## src/rtl/stream_padder_if.sv

```systemverilog
// Ready/valid stream bundle for stream_padder: upstream operand words in, padded words out.
// The slave modport is the padder's view; master is the surrounding environment.
interface stream_padder_if #(
    parameter int REGISTER_SIZE = 32
);
    logic [REGISTER_SIZE-1:0] data_in;
    logic                     valid_in;
    logic                     ready_out;
    logic [REGISTER_SIZE-1:0] data_out;
    logic                     valid_out;
    logic                     ready_in;
    logic                     last_out;

    modport slave (
        input  data_in, valid_in, ready_in,
        output ready_out, data_out, valid_out, last_out
    );

    modport master (
        output data_in, valid_in, ready_in,
        input  ready_out, data_out, valid_out, last_out
    );
endinterface

```

## src/rtl/stream_padder.sv

```systemverilog
// Zero-padding stream stage: widens an IN_WORDS-word operand by a runtime number of zero
// words, either appended (zero-extension) or prepended (left shift), with a last marker.
module stream_padder #(
    parameter  int REGISTER_SIZE = 32,
    parameter  int BITS_IN_NUM   = 4096,
    parameter  int MAX_PADS      = 4096,
    localparam int IN_WORDS      = BITS_IN_NUM / REGISTER_SIZE,
    localparam int MAX_PAD_WORDS = MAX_PADS / REGISTER_SIZE,
    localparam int PAD_W         = $clog2(MAX_PAD_WORDS + 1)
) (
    input  logic             clk_in,
    input  logic             rst_in,
    input  logic             start_in,
    input  logic             mode_in,
    input  logic [PAD_W-1:0] pad_words_in,
    output logic             busy_out,
    stream_padder_if.slave   bus
);
    localparam int CNT_W = $clog2(((IN_WORDS > MAX_PAD_WORDS) ? IN_WORDS : MAX_PAD_WORDS) + 1);
    localparam logic [CNT_W-1:0] IN_LAST = CNT_W'(IN_WORDS - 1);

    localparam logic [2:0] S_IDLE     = 3'd0;
    localparam logic [2:0] S_PRE_PAD  = 3'd1;
    localparam logic [2:0] S_DATA     = 3'd2;
    localparam logic [2:0] S_POST_PAD = 3'd3;
    localparam logic [2:0] S_DRAIN    = 3'd4;

    logic [2:0]               state_q, state_d;
    logic                     mode_q, mode_d;
    logic [CNT_W-1:0]         pad_q, pad_d;
    logic [CNT_W-1:0]         cnt_q, cnt_d;
    logic [REGISTER_SIZE-1:0] data_q, data_d;
    logic                     valid_q, valid_d;
    logic                     last_q, last_d;
    logic                     busy_q, busy_d;

    logic             load_en;
    logic             out_hs;
    logic             in_hs;
    logic [CNT_W-1:0] pad_clamped;
    logic [CNT_W-1:0] pad_last;

    assign load_en  = !valid_q || bus.ready_in;
    assign out_hs   = valid_q && bus.ready_in;
    assign in_hs    = bus.valid_in && bus.ready_out;
    assign pad_last = pad_q - CNT_W'(1);

    assign bus.ready_out = (state_q == S_DATA) && load_en;
    assign bus.data_out  = data_q;
    assign bus.valid_out = valid_q;
    assign bus.last_out  = last_q;
    assign busy_out      = busy_q;

    always_comb begin
        if (pad_words_in > PAD_W'(MAX_PAD_WORDS)) begin
            pad_clamped = CNT_W'(MAX_PAD_WORDS);
        end else begin
            pad_clamped = CNT_W'(pad_words_in);
        end
    end

    always_comb begin
        // NOTE: every signal gets its hold value first so no path through the case infers a latch.
        state_d = state_q;
        mode_d  = mode_q;
        pad_d   = pad_q;
        cnt_d   = cnt_q;
        data_d  = data_q;
        valid_d = valid_q;
        last_d  = last_q;
        busy_d  = busy_q;

        // A handed-off word empties the register unless something below reloads it.
        if (out_hs) begin
            valid_d = 1'b0;
            last_d  = 1'b0;
        end

        case (state_q)
            S_IDLE: begin
                if (start_in) begin
                    mode_d  = mode_in;
                    pad_d   = pad_clamped;
                    cnt_d   = '0;
                    busy_d  = 1'b1;
                    state_d = (mode_in && pad_clamped != '0) ? S_PRE_PAD : S_DATA;
                end
            end
            S_PRE_PAD: begin
                if (load_en) begin
                    data_d  = '0;
                    valid_d = 1'b1;
                    last_d  = 1'b0;
                    if (cnt_q == pad_last) begin
                        cnt_d   = '0;
                        state_d = S_DATA;
                    end else begin
                        cnt_d = cnt_q + CNT_W'(1);
                    end
                end
            end
            S_DATA: begin
                if (in_hs) begin
                    data_d  = bus.data_in;
                    valid_d = 1'b1;
                    // The final data word is last only when no zeros follow it.
                    last_d  = (cnt_q == IN_LAST) && (mode_q || pad_q == '0);
                    if (cnt_q == IN_LAST) begin
                        cnt_d   = '0;
                        state_d = (!mode_q && pad_q != '0) ? S_POST_PAD : S_DRAIN;
                    end else begin
                        cnt_d = cnt_q + CNT_W'(1);
                    end
                end
            end
            S_POST_PAD: begin
                if (load_en) begin
                    data_d  = '0;
                    valid_d = 1'b1;
                    last_d  = (cnt_q == pad_last);
                    if (cnt_q == pad_last) begin
                        cnt_d   = '0;
                        state_d = S_DRAIN;
                    end else begin
                        cnt_d = cnt_q + CNT_W'(1);
                    end
                end
            end
            S_DRAIN: begin
                if (out_hs && last_q) begin
                    state_d = S_IDLE;
                    busy_d  = 1'b0;
                end
            end
            default: state_d = S_IDLE;
        endcase
    end

    // NOTE: state registers use non-blocking assignment so every flop samples pre-edge values.
    always_ff @(posedge clk_in or posedge rst_in) begin
        if (rst_in) begin
            state_q <= S_IDLE;
            mode_q  <= 1'b0;
            pad_q   <= '0;
            cnt_q   <= '0;
            data_q  <= '0;
            valid_q <= 1'b0;
            last_q  <= 1'b0;
            busy_q  <= 1'b0;
        end else begin
            state_q <= state_d;
            mode_q  <= mode_d;
            pad_q   <= pad_d;
            cnt_q   <= cnt_d;
            data_q  <= data_d;
            valid_q <= valid_d;
            last_q  <= last_d;
            busy_q  <= busy_d;
        end
    end
endmodule

```

## src/flat_wrapper.sv

```systemverilog
// flat-port wrapper written by rule: the top's interface ports become plain ports
module stream_padder_flat 
#(
    parameter  int REGISTER_SIZE = 32,
    parameter  int BITS_IN_NUM   = 4096,
    parameter  int MAX_PADS      = 4096,
    localparam int IN_WORDS      = BITS_IN_NUM / REGISTER_SIZE,
    localparam int MAX_PAD_WORDS = MAX_PADS / REGISTER_SIZE,
    localparam int PAD_W         = $clog2(MAX_PAD_WORDS + 1)
)
  (clk_in, rst_in, start_in, mode_in, pad_words_in, busy_out, bus_data_in, bus_valid_in, bus_ready_in, bus_ready_out, bus_data_out, bus_valid_out, bus_last_out);
  stream_padder_if #(.REGISTER_SIZE(REGISTER_SIZE)) bus_i ();
  input  logic clk_in;
  input  logic rst_in;
  input  logic start_in;
  input  logic mode_in;
  input  logic [PAD_W-1:0] pad_words_in;
  output logic busy_out;
  input wire logic [$bits(bus_i.data_in)-1:0] bus_data_in;
  input wire logic [$bits(bus_i.valid_in)-1:0] bus_valid_in;
  input wire logic [$bits(bus_i.ready_in)-1:0] bus_ready_in;
  output wire logic [$bits(bus_i.ready_out)-1:0] bus_ready_out;
  output wire logic [$bits(bus_i.data_out)-1:0] bus_data_out;
  output wire logic [$bits(bus_i.valid_out)-1:0] bus_valid_out;
  output wire logic [$bits(bus_i.last_out)-1:0] bus_last_out;
  assign bus_i.data_in = bus_data_in;
  assign bus_i.valid_in = bus_valid_in;
  assign bus_i.ready_in = bus_ready_in;
  assign bus_ready_out = bus_i.ready_out;
  assign bus_data_out = bus_i.data_out;
  assign bus_valid_out = bus_i.valid_out;
  assign bus_last_out = bus_i.last_out;
  stream_padder #(.REGISTER_SIZE(REGISTER_SIZE), .BITS_IN_NUM(BITS_IN_NUM), .MAX_PADS(MAX_PADS)) u_core (.clk_in(clk_in), .rst_in(rst_in), .start_in(start_in), .mode_in(mode_in), .pad_words_in(pad_words_in), .busy_out(busy_out), .bus(bus_i));
endmodule
```

## config.mk

```make
export PLATFORM = sky130hd
export DESIGN_NAME = stream_padder_flat
export DESIGN_NICKNAME = d
export VERILOG_FILES = /design/src/rtl/stream_padder_if.sv /design/src/rtl/stream_padder.sv /design/src/flat_wrapper.sv
export SDC_FILE = /design/constraint.sdc
export NUM_CORES = 1
export LEC_CHECK = 0
export BUFFER_PORTS_ARGS = -buffer_cell sky130_fd_sc_hd__buf_2
export CAP_MARGIN = 20
export CORE_MARGIN = 2
export CORE_UTILIZATION = 55
export DETAILED_ROUTE_END_ITERATION = 12
export GPL_TIMING_DRIVEN = 1
export HOLD_SLACK_MARGIN = 0.12
export PLACE_DENSITY_LB_ADDON = 0.08
export SLEW_MARGIN = 0
export SYNTH_ARGS = -nofsm -noshare
export SYNTH_HDL_FRONTEND = slang
export SYNTH_SLANG_ARGS = --single-unit
export TNS_END_PERCENT = 1
```

## constraint.sdc

```tcl
create_clock -name clk_in -period 6 [get_ports clk_in]
set_clock_uncertainty 0.05 [all_clocks]
set_input_delay 0.6 -clock clk_in [delete_from_list [all_inputs] [get_ports clk_in]]
set_output_delay 0.6 -clock clk_in [all_outputs]
set_load 0.05 [all_outputs]
```

# Yosys cells after proc, flatten, opt, wreduce, memory -nomap -nowiden
# Index checks and enable logic that the tools add are counted.
# W data, S select, Z words.
classes:
  add_sub_neg: 2
  magnitude_cmp: 1
  eq_ne: 15
  mux: 33
  n_reduce_logical: 24
op_table:
  columns: ["cell", "n"]
  rows:
  - ["$mux W32", 2]
  - ["$pmux W32 S2", 1]
  - ["$mux W8", 6]
  - ["$mux W3", 9]
  - ["$pmux W8 S3", 1]
  - ["$reduce_bool A8 Y1", 2]
  - ["$pmux W3 S5", 1]
  - ["$ne A2 B1 Y1 const B", 7]
  - ["$mux W1", 9]
  - ["$add A8 B1 Y8 const B", 1]
  - ["$eq A8 B7 Y1 const B", 1]
  - ["$eq A8 B8 Y1", 1]
  - ["$gt A8 B8 Y1 const B", 1]
  - ["$logic_not A8 Y1", 1]
  - ["$reduce_and A8 Y1", 1]
  - ["$sub A8 B1 Y8 const B", 1]
  - ["$logic_and A1 B1 Y1", 7]
  - ["$eq A3 B2 Y1 const B", 2]
  - ["$reduce_and A3 Y1", 2]
  - ["$ne A2 B2 Y1 const B", 2]
  - ["$pmux W1 S2", 2]
  - ["$reduce_and A4 Y1", 1]
  - ["$reduce_bool A2 Y1", 2]
  - ["$eq A3 B1 Y1 const B", 1]
  - ["other kinds (9)", 11]
word_totals:
  ff_bits: 55
  wordCells: 83

# Logic depth before layout (Yosys ltp)
# Gate-level depths: netlist (run 1).
depth:
  ltp_word: 7
  depth_mapped: 10

# Worst setup path before layout (run 1)
# No wires, ideal clock.
synth_path:
  path_type: "flip-flop to flip-flop"
  startpoint: "register u_core.pad_q[0]"
  endpoint: "register u_core.state_q[1]"
  setup_ns: 0.121
  arrival_ns: 2.446
  slack_ns: 3.383
  path_stages_with_launch: 11
  synth_period_minus_slack_ns: 2.617
  path_cell_list: "dfrtp_1 > inv_1 > ha_1 > buf_4 > or3b_1 > a211oi_2 > o211ai_1 > a221o_1 > buf_6 > or3_1 > a22o_1"
synth_via:
  elab_chain_len: 6
  elab_cells_between_ends: 11
synth_lines:
  columns: ["element", "line", "rtl"]
  rows:
  - ["from (decl)", "stream_padder.sv:30", "logic [CNT_W-1:0] pad_q, pad_d;"]
  - ["from (signal assigned)", "stream_padder.sv:153", "pad_q <= pad_d;"]
  - ["branches (longest 6 deep; another with $sub A8 B1 Y8)", null, null]
  - ["to (signal assigned)", "stream_padder.sv:151", "state_q <= state_d;"]
  - ["to (decl)", "stream_padder.sv:28", "logic [2:0] state_q, state_d;"]
# Several ways; the timed one is not identified. The select of a mux whose other input is x is not followed.
# A chain may end at the register's enable or synchronous reset.

# Final worst setup path (run 1)
# Same ends and word-level chain as after synthesis.

==> flow_metrics.py, run 1 <==
metrics = {
    "global_routing": {
        "grt_pass1_vias": 2021,
        "grt_max_degree": 56,
        "met1_usage_pct": 32.56,
        "use_met3_pct": 4.878,
        "use_met2_pct": 34.92,
        "antenna_found_initial": 0,
        "gr-usage-all-layers_pct": 22.73,
        "top_usage_layer": "met2",
        "overflow": 0,
        "grt_pass1_wl_mm": 9.480,
    },
    "placement": {
        "dp_slack_ns": 3.182,
        "gp_congestion": 0.9263,
        "placedCellCount": 392,
        "dp_hpwl_mm": 4.112,
        "io_buffers": 81,
    },
    "synthesis": {
        "async_reset_ff_share_pct": 100.0,
        "avgSynthCellArea_sq_um": 10.36,
        "syn_area_sq_mm": 0.002704,
        "ys_seq_elements": 55,
        "yosysWarnings": 0,
        "synth_edf_count": 0,
        "synth_seq_area_share_pct": 50.90,
        "synth_flop_cell": "dfrtp_1",
        "synthCells": 261,
        "postSynthNetCount": 310,
        "yosysUniqueCellTypes": 51,
    },
    "floorplanning": {
        "io_pins": 82,
        "die_area_sq_mm": 0.005493,
        "initial_core_util_pct": 57.25,
        "die_width_um": 74.12,
        "die_h_um": 74.12,
        "num_rows": 25,
        "coreArea_sq_mm": 0.004723,
    },
    "critical_path": {
        "cp_slowest_cell": "a221o_1",
        "critPathMaxFanout": 9,
        "crit_type": "register to register",
        "cp-start-kind": "register",
        "crit_family": "compound AO/OA/AOI/OAI gates",
        "critical_path_buf_inv_count": 1,
        "crit_chain": "inv_1, ha_1, or3b_1, a211oi_2, o211ai_1, a221o_1, or3_1, a22o_1",
        "required_ns": 6.16,
        "slowest_delay_ns": 0.51,
        "worstPathArrival_ns": 2.97,
        "cp-end-kind": "register",
    },
    "route": {
        "drc": 0,
        "drt-total-wl_mm": 5.822,
        "vias": 2231,
        "ant_nets": 0,
        "wl_per_cell_um": 14.56,
        "drt_iter0_drc": 161,
        "firstDrtPassIters": 5,
        "routed_via_density": 5.578,
    },
    "final_layout": {
        "multiInputGateArea_sq_mm": 0.001212,
        "fillCellCount": 408,
        "diodes": 0,
        "regArea_sq_mm": 0.001376,
        "nNetsFinal": 381,
        "final_cells": 400,
        "area_delta_synth_final_pct": 19.34,
        "final_cell_mix": "buf_2, dfrtp_1, a22o_1, nand2_1, nor2_1",
        "fin_util_pct": 68.32,
        "final_common_cell": "buf_2",
        "drive_gt1_share_pct": 29.73,
    },
    "cts": {
        "clock_latency_ns": 0.31,
        "cts_tree": "done",
        "clk_path_buf_depth": 2,
        "cts_setup_buffers": 0,
        "cts-htree-levels": 2,
        "cts_sinks": 55,
        "clk_pin_slew_ns": 0.10,
        "ctsHoldBuffers": 0,
        "numCtsBuffers": 5,
        "ctsResizeCount": 0,
        "cts_root_buf": "clkbuf_8",
    },
    "pwr": {
        "p_int_w": 0.0009487,
        "sequentialPowerShare_pct": 33.6,
        "power_density_mw_per_mm2": 578.5,
        "p_sw_w": 0.0009181,
        "power.leakage_nw": 1.619,
        "combPwrFrac_pct": 53.1,
        "clkPwrFrac_pct": 13.3,
        "peakVddDrop_mv": 0.2599,
        "swShare_pct": 49.18,
    },
    "min_path": {
        "hold_path_class": "primary input to asynchronous set/reset pin",
    },
    "sta": {
        "slew_headroom_pct": 55.73,
        "tightest_slew_ns": 0.6641,
        "rsz0062_at_grt": "no",
        "clock.fmax_ghz": 0.3551,
        "tns_ns": 0,
        "hold_viol": 0,
        "finalSetupViolations": 0,
        "timing.final.crit_share_pct": 46.93,
        "setup_slack_ns": 3.184,
        "maxSlewViolCount": 0,
        "period_needed_ns": 2.816,
    },
    "run_status": {
        "outcome": "finished, final reports clean",
    },
    "run": {
        "max_cap_viol_count": 0,
    },
}
[layer usage]
layer,up-vias,part of all wire (%)
met5,-,0
met4,0,1.1
met3,5,6.2
met2,81,46
met1,1047,47
li1,1098,-
[Yosys cell counts, drive strengths merged, types with 2 or more instances]
library cell / n / area, sq um
a221oi: 2 / 17.52
ha: 3 / 37.54
a211oi: 2 / 20.02
inv: 6 / 22.52
a32o: 2 / 20.02
nand2: 24 / 90.09
a21oi: 6 / 33.78
nand3: 8 / 40.04
xor2: 6 / 52.55
and2: 2 / 12.51
o211ai: 4 / 30.03
xnor2: 3 / 26.28
clkbuf: 15 / 57.55
nor2b: 2 / 12.51
or4: 2 / 15.01
nand4: 2 / 12.51
nand2b: 10 / 62.56
o21ai: 12 / 60.06
mux2: 4 / 45.04
and3: 4 / 25.02
or2: 4 / 25.02
a21o: 2 / 15.01
buf: 4 / 35.03
nor3: 3 / 15.01
o22ai: 3 / 18.77
nor2: 17 / 63.81
o2bb2ai: 2 / 17.52
a22o: 35 / 306.5
a2111oi: 2 / 18.77
or3: 2 / 12.51
dfrtp: 55 / 1376
[worst reg2reg max path: cells and delay by family, from the launching register on]
kind	cells	cell delay, ns
compound gates	4	1.04
simple gates	2	0.81
flops	1	0.44
fa+ha+maj	1	0.29
buf+inv	1	0.10
[stage by stage]
step           hold slack [ns]  power (W)  area, sq um
3_5_place_dp            0.4260   0.001623         3115
4_1_cts                 0.4351   0.001871         3227
5_1_grt                 0.4418   0.001997         3227
2_1_floorplan           0.4315   0.001430         2704
6_report                0.4068   0.001867         3227
3_3_place_gp            0.4279   0.001604         3115
[final cells by class]
type / instances / area share (%)
sequential: 55 / 42.65
clock inverter: 2 / 1.202
tap: 67 / 2.598
inverter: 6 / 0.6979
multi-input combinational: 181 / 37.57
timing repair buffer: 83 / 13.03
clock buffer: 6 / 2.249
[cells by family after synthesis]
family | Yosys count | synth area share (%)
mux | 4 | 1.666
flops | 55 | 50.90
compound gates | 81 | 23.42
fa+ha+maj | 3 | 1.388
buf+inv | 25 | 4.257
xor+xnor | 9 | 2.915
simple gates | 84 | 15.46
[final timing paths]
| kind | from | endpoint | slack (ns) | depth (start not counted) |
|---|---|---|---|---|
| setup / recovery | u_core.pad_q[0] | u_core.state_q[1] | 3.18 | 8 |
| hold / removal | rst_in | u_core.bus.data_out[3] | 0.41 | 3 |
| setup reg to reg | u_core.pad_q[0] | u_core.state_q[1] | 3.18 | 8 |
| hold reg to reg | u_core.bus.data_out[30] | u_core.bus.data_out[30] | 0.45 | 1 |
| max in group asynchronous | rst_in | u_core.pad_q[2] | 5.06 | 3 |
| min in group clk_in | u_core.bus.data_out[30] | u_core.bus.data_out[30] | 0.45 | 1 |
[flip-flops by register name (all words and copies together), names as in the netlist]
register              cells
u_core.cnt_q              8
u_core.pad_q              8
u_core.state_q            3
u_core.mode_q             1
u_core.busy_out           1
u_core.bus.last_out       1
u_core.bus.valid_out      1
u_core.bus.data_out      32
[power by group through the flow]
stage               Sequential [W]  Clock (W)  Combinational [W]
floorplan                 0.000877          0           0.000554
global placement          0.000628          0           0.000976
detailed placement        0.000631          0           0.000992
CTS                       0.000626   0.000251           0.000994
global route              0.000652   0.000267            0.00108
finish                    0.000628   0.000247           0.000992
Power figures use the tool's default switching activity.
==> run 2: changes to the inputs <==
--- a/config.mk
+++ b/config.mk
@@ -8,7 +8,7 @@
 export BUFFER_PORTS_ARGS = -buffer_cell sky130_fd_sc_hd__buf_2
 export CAP_MARGIN = 20
 export CORE_MARGIN = 2
-export CORE_UTILIZATION = 55
+export CORE_UTILIZATION = 46
 export DETAILED_ROUTE_END_ITERATION = 12
 export GPL_TIMING_DRIVEN = 1
 export HOLD_SLACK_MARGIN = 0.12
==> constraint.sdc (replaced) <==
create_clock -name clk_in -period 2.3 [get_ports clk_in]
set_clock_uncertainty 0.05 [all_clocks]
set_input_delay 0.23 -clock clk_in [delete_from_list [all_inputs] [get_ports clk_in]]
set_output_delay 0.23 -clock clk_in [all_outputs]
set_load 0.05 [all_outputs]
==> flow_metrics.py, run 2 (synthesis gave the netlist of run 1 again) <==
metrics = {
    "global_routing": {
        "grt_pass1_wl_mm": 11.79,
        "grt_pass1_vias": 2506,
        "gr-usage-all-layers_pct": 23.55,
        "antenna_found_initial": 0,
        "overflow": 0,
        "grt_max_degree": 34,
    },
    "cts": {
        "clk_path_buf_depth": 2,
        "cts_tree": "done",
        "clock_latency_ns": 0.30,
        "numCtsBuffers": 5,
        "cts_setup_buffers": 0,
        "cts-htree-levels": 2,
        "clk_pin_slew_ns": 0.10,
        "cts_root_buf": "clkbuf_8",
        "cts_sinks": 55,
    },
    "sta": {
        "clock.fmax_ghz": 0.4216,
        "setup_slack_ns": -0.07172,
        "tightest_slew_ns": 0.5883,
        "period_needed_ns": 2.372,
        "timing.final.crit_share_pct": 103.1,
        "hold_viol": 0,
        "slew_headroom_pct": 60.64,
        "rsz0062_at_grt": "yes",
        "finalSetupViolations": 8,
        "maxSlewViolCount": 0,
    },
    "final_layout": {
        "final_cells": 463,
        "final_common_cell": "buf_2",
        "nNetsFinal": 439,
        "final_cell_mix": "buf_2, dfrtp_1, a22o_1, dlygate4sd3_1, buf_4",
        "finish.instance_area_sq_mm": 0.003759,
        "largest_register_ffs": 32,
        "fin_util_pct": 67.02,
        "diodes": 0,
        "area_delta_synth_final_pct": 39.01,
        "drive_gt1_share_pct": 32.99,
        "fillCellCount": 446,
    },
    "critical_path": {
        "path_common_cell": "buf_4",
        "worstPathArrival_ns": 2.52,
        "critPathMaxFanout": 5,
        "crit_chain": "inv_2, ha_4, or3b_1, a211oi_2, o211ai_1, a221o_1, buf_4, buf_4, a32o_1",
        "cp-start-kind": "register",
        "crit_type": "register to register",
        "required_ns": 2.45,
        "slowest_delay_ns": 0.41,
        "critical_path_buf_inv_count": 3,
        "cp_slowest_cell": "dfrtp_1",
        "cp-end-kind": "register",
        "crit_family": "compound AO/OA/AOI/OAI gates",
    },
    "run_status": {
        "violations": "negative setup slack",
        "outcome": "complete, but fails checks",
    },
    "floorplanning": {
        "num_rows": 27,
        "die_width_um": 80.67,
        "die_h_um": 80.67,
        "die_area_sq_mm": 0.006507,
        "initial_core_util_pct": 48.22,
        "io_pins": 82,
        "coreArea_sq_mm": 0.005608,
    },
    "route": {
        "drt-total-wl_mm": 6.921,
        "routed_via_density": 5.458,
        "vias": 2527,
        "drc": 0,
        "firstDrtPassIters": 4,
        "wl_per_cell_um": 14.95,
        "ant_nets": 0,
        "drt_iter0_drc": 148,
    },
    "pwr": {
        "peakVddDrop_mv": 1.087,
        "power.leakage_nw": 1.870,
        "power_density_mw_per_mm2": 1369,
        "total_power_w": 0.005144,
    },
    "placement": {
        "dp_hpwl_mm": 4.699,
        "io_buffers": 81,
        "dp_slack_ns": -0.1163,
        "placed_cell_area_sq_mm": 0.003304,
        "placedCellCount": 421,
        "gp_congestion": 0.8110,
    },
    "min_path": {
        "hold_path_class": "primary input to register",
    },
    "run": {
        "max_cap_viol_count": 0,
    },
}
-- run 2: worst reg2reg max path, cell delays in order (launching register included) --
cell and delay (ns):
dfrtp_1 0.41, inv_2 0.09, ha_4 0.13, or3b_1 0.35, a211oi_2 0.18, o211ai_1 0.13
a221o_1 0.38, buf_4 0.17, buf_4 0.15, a32o_1 0.25
-- run 2: final cells by class --
class	instances	area (sq um)	area share (%)
Inverter	6	22.52	0.5992
Tap cell	72	90.09	2.397
Clock buffer	5	68.82	1.831
Timing Repair Buffer	141	940.9	25.03
Clock inverter	3	20.02	0.5326
Multi-Input combinational cell	181	1240	32.99
Sequential cell	55	1376	36.62
-- run 2: where the power goes --
part	internal [W]	leakage [nW]	switching (W)
Combinational	0.00111	1.11	0.00195
Sequential	0.00130	0.724	0.000255
Clock	0.000212	0.0402	0.000312
Total	0.00263	1.87	0.00252
-- run 2: through the flow --
step / setup TNS [ns] / hold WS [ns]
after CTS: -0.1860 / 0.1241
after detailed placement: -0.8602 / 0.2680
after global routing: -1.540 / 0.1491
after floorplan: -0.5444 / 0.3108
final: -0.2262 / 0.1277
after global placement: -0.4896 / 0.2654
-- run 2: routing by layer --
metal	up-vias	GRT usage (%)	part of all wire (%)
li1	1214	-	-
met1	1225	31.53	44
met2	82	40.17	50
met3	6	3.820	5.3
met4	0	5.424	0.91
met5	-	0	0
-- run 2: path summary, 6_finish.rpt --
check,from,to,slack (ns),cells past startpoint
max reg2reg,u_core.pad_q[0],u_core.cnt_q[1],-0.07,9
max,u_core.pad_q[0],u_core.cnt_q[1],-0.07,9
min,bus_valid_in,u_core.bus.valid_out,0.13,3
min reg2reg,u_core.bus.data_out[29],u_core.bus.data_out[29],0.45,1
min in group asynchronous,rst_in,u_core.bus.data_out[25],0.47,3
max in group asynchronous,rst_in,u_core.bus.data_out[18],1.06,4
-- run 2: what timing repair did --
item	4_1_cts	5_1_grt
hold buffers	34	0
pin swaps	2	0
hold endpoints to repair	58	0
endpoints found under the setup margin	11	11
resized for setup	6	0
==> run 3: changes to the inputs <==
--- a/config.mk
+++ b/config.mk
@@ -13,6 +13,7 @@
 export GPL_TIMING_DRIVEN = 1
 export HOLD_SLACK_MARGIN = 0.12
 export PLACE_DENSITY_LB_ADDON = 0.08
+export RECOVER_POWER = 25
 export SLEW_MARGIN = 0
 export SYNTH_ARGS = -nofsm -noshare
 export SYNTH_HDL_FRONTEND = slang
==> flow_metrics.py, run 3 (synthesis gave the netlist of run 1 again) <==
metrics = {
    "critical_path": {
        "r2r_end": "u_core.cnt_q[1]",
        "cp-end-kind": "register",
        "crit_type": "register to register",
        "path_common_cell": "buf_4",
        "required_ns": 2.45,
        "critPathMaxFanout": 5,
        "slowest_delay_ns": 0.41,
        "r2r_cells": 9,
        "r2r-start": "u_core.pad_q[0]",
        "worstPathArrival_ns": 2.52,
        "cp_slowest_cell": "dfrtp_1",
        "crit_chain": "inv_2, ha_4, or3b_1, a211oi_2, o211ai_1, a221o_1, buf_4, buf_4, a32o_1",
        "cp-start-kind": "register",
        "r2r_setup_slack_ns": -0.07,
    },
    "sta": {
        "setup_slack_ns": -0.07232,
        "tightest_slew_ns": 1.027,
        "rsz0062_at_grt": "yes",
        "clock.fmax_ghz": 0.4215,
        "hold_viol": 0,
        "finalSetupViolations": 8,
        "period_needed_ns": 2.372,
        "timing.final.crit_share_pct": 103.1,
        "whs_ns": 0.1279,
        "maxSlewViolCount": 0,
        "slew_headroom_pct": 31.49,
    },
    "placement": {
        "dp_hpwl_mm": 4.699,
        "gp_congestion": 0.8110,
        "io_buffers": 81,
    },
    "cts": {
        "clk_pin_slew_ns": 0.10,
        "cts_tree": "done",
        "cts_sinks": 55,
        "cts-htree-levels": 2,
        "cts_root_buf": "clkbuf_8",
        "clock_latency_ns": 0.30,
        "numCtsBuffers": 5,
        "clk_path_buf_depth": 2,
    },
    "final_layout": {
        "drive_gt1_share_pct": 30.95,
        "area_delta_synth_final_pct": 38.69,
        "nNetsFinal": 439,
        "regArea_sq_mm": 0.001376,
        "multiInputGateArea_sq_mm": 0.001240,
        "diodes": 0,
        "largest_register_ffs": 32,
        "final_cell_mix": "buf_2, dfrtp_1, a22o_1, dlygate4sd3_1, buf_4",
        "fillCellCount": 450,
        "final_common_cell": "buf_2",
    },
    "run_status": {
        "violations": "negative setup slack",
        "outcome": "complete, but fails checks",
    },
    "pwr": {
        "total_power_w": 0.005132,
        "peakVddDrop_mv": 1.087,
        "power.leakage_nw": 1.844,
        "power_density_mw_per_mm2": 1368,
    },
    "global_routing": {
        "antenna_found_initial": 0,
        "grt_pass1_vias": 2506,
        "grt_max_degree": 34,
        "grt_pass1_wl_mm": 11.79,
        "gr-usage-all-layers_pct": 23.55,
        "overflow": 0,
    },
    "route": {
        "firstDrtPassIters": 4,
        "ant_nets": 0,
        "drc": 0,
        "drt_iter0_drc": 148,
        "wl_per_cell_um": 14.93,
        "drt-total-wl_mm": 6.911,
        "vias": 2530,
        "routed_via_density": 5.464,
    },
    "run": {
        "max_cap_viol_count": 0,
    },
    "floorplanning": {
        "initial_core_util_pct": 48.22,
        "io_pins": 82,
        "coreArea_sq_mm": 0.005608,
        "die_h_um": 80.67,
        "die_area_sq_mm": 0.006507,
        "num_rows": 27,
        "die_width_um": 80.67,
    },
    "min_path": {
        "worstHoldEndpoint": "u_core.bus.valid_out",
        "hp-start": "bus_valid_in",
        "hold_path_class": "primary input to register",
        "whs_path_depth": 3,
    },
}
-- run 3: cell count changes in the layout (fill, tap and decap cells not counted), sizes merged --
| cell | change |
|---|---|
| clkbuf | +7 |
| buf | -7 |
-- run 3: what timing repair did --
| action | CTS | global route |
|---|---|---|
| gates resized for setup | 6 | 0 |
| pin swaps | 2 | 0 |
| setup endpoints to repair | 11 | 11 |
| endpoints found under the hold margin | 58 | 0 |
| cloned | 0 | 0 |
| setup buffers | 0 | 0 |
| hold buffers | 34 | 0 |
-- run 3: worst max path at each step --
stage                    startpoint           endpoint  slack [ns]  depth (start not counted)
finish              u_core.pad_q[0]    u_core.cnt_q[1]       -0.07                          9
global placement    u_core.pad_q[1]    u_core.cnt_q[6]       -0.09                          9
CTS                 u_core.pad_q[0]  u_core.state_q[1]       -0.06                          8
global route        u_core.pad_q[1]    u_core.cnt_q[1]       -0.18                          9
floorplan           u_core.pad_q[0]  u_core.state_q[1]       -0.25                         10
detailed placement  u_core.pad_q[0]    u_core.cnt_q[6]       -0.12                          9
-- run 3: through the flow --
| stage | setup slack, ns | utilization (%) | setup TNS, ns | cells | area (sq um) |
|---|---|---|---|---|---|
| final | -0.07232 | 66.87 | -0.2236 | 463 | 3750 |
| after global routing | -0.1822 | 66.87 | -1.540 | 463 | 3750 |
| after CTS | -0.06248 | 67.02 | -0.1860 | 463 | 3759 |
| after detailed placement | -0.1163 | 58.92 | -0.8602 | 421 | 3304 |
| after global placement | -0.08666 | 58.92 | -0.4896 | 421 | 3304 |
| after floorplan | -0.2530 | - | -0.5444 | 261 | 2710 |
-- run 3: metal layers --
layer | track usage [%] | wire (um)
met1 | 31.53 | 3035
met2 | 40.17 | 3456
met3 | 3.820 | 355
met4 | 5.424 | 63
met5 | 0 | 0
-- run 3: critical path, delay by kind of cell (launching register included) --
kind	cells	cell delay (ns)
AOI/OAI and AO/OA	4	0.94
and+or+nand+nor	1	0.35
adders and majority gates	1	0.12
buffers and inverters	3	0.41
DFF	1	0.41
-- run 3: cell type report --
cell class	count	share of cell area, %
flip-flops and latches	55	36.70
multi-input cells	181	33.07
repair buffers	141	24.86
well taps	72	2.402
clock buffers	5	1.835
inverters	6	0.6006
clock inverters	3	0.5339
-- run 3: where the power goes --
| group | total [W] | switching (W) | internal, W |
|---|---|---|---|
| Combinational | 0.00305 | 0.00195 | 0.00110 |
| Clock | 0.000523 | 0.000310 | 0.000212 |
| Sequential | 0.00156 | 0.000257 | 0.00130 |
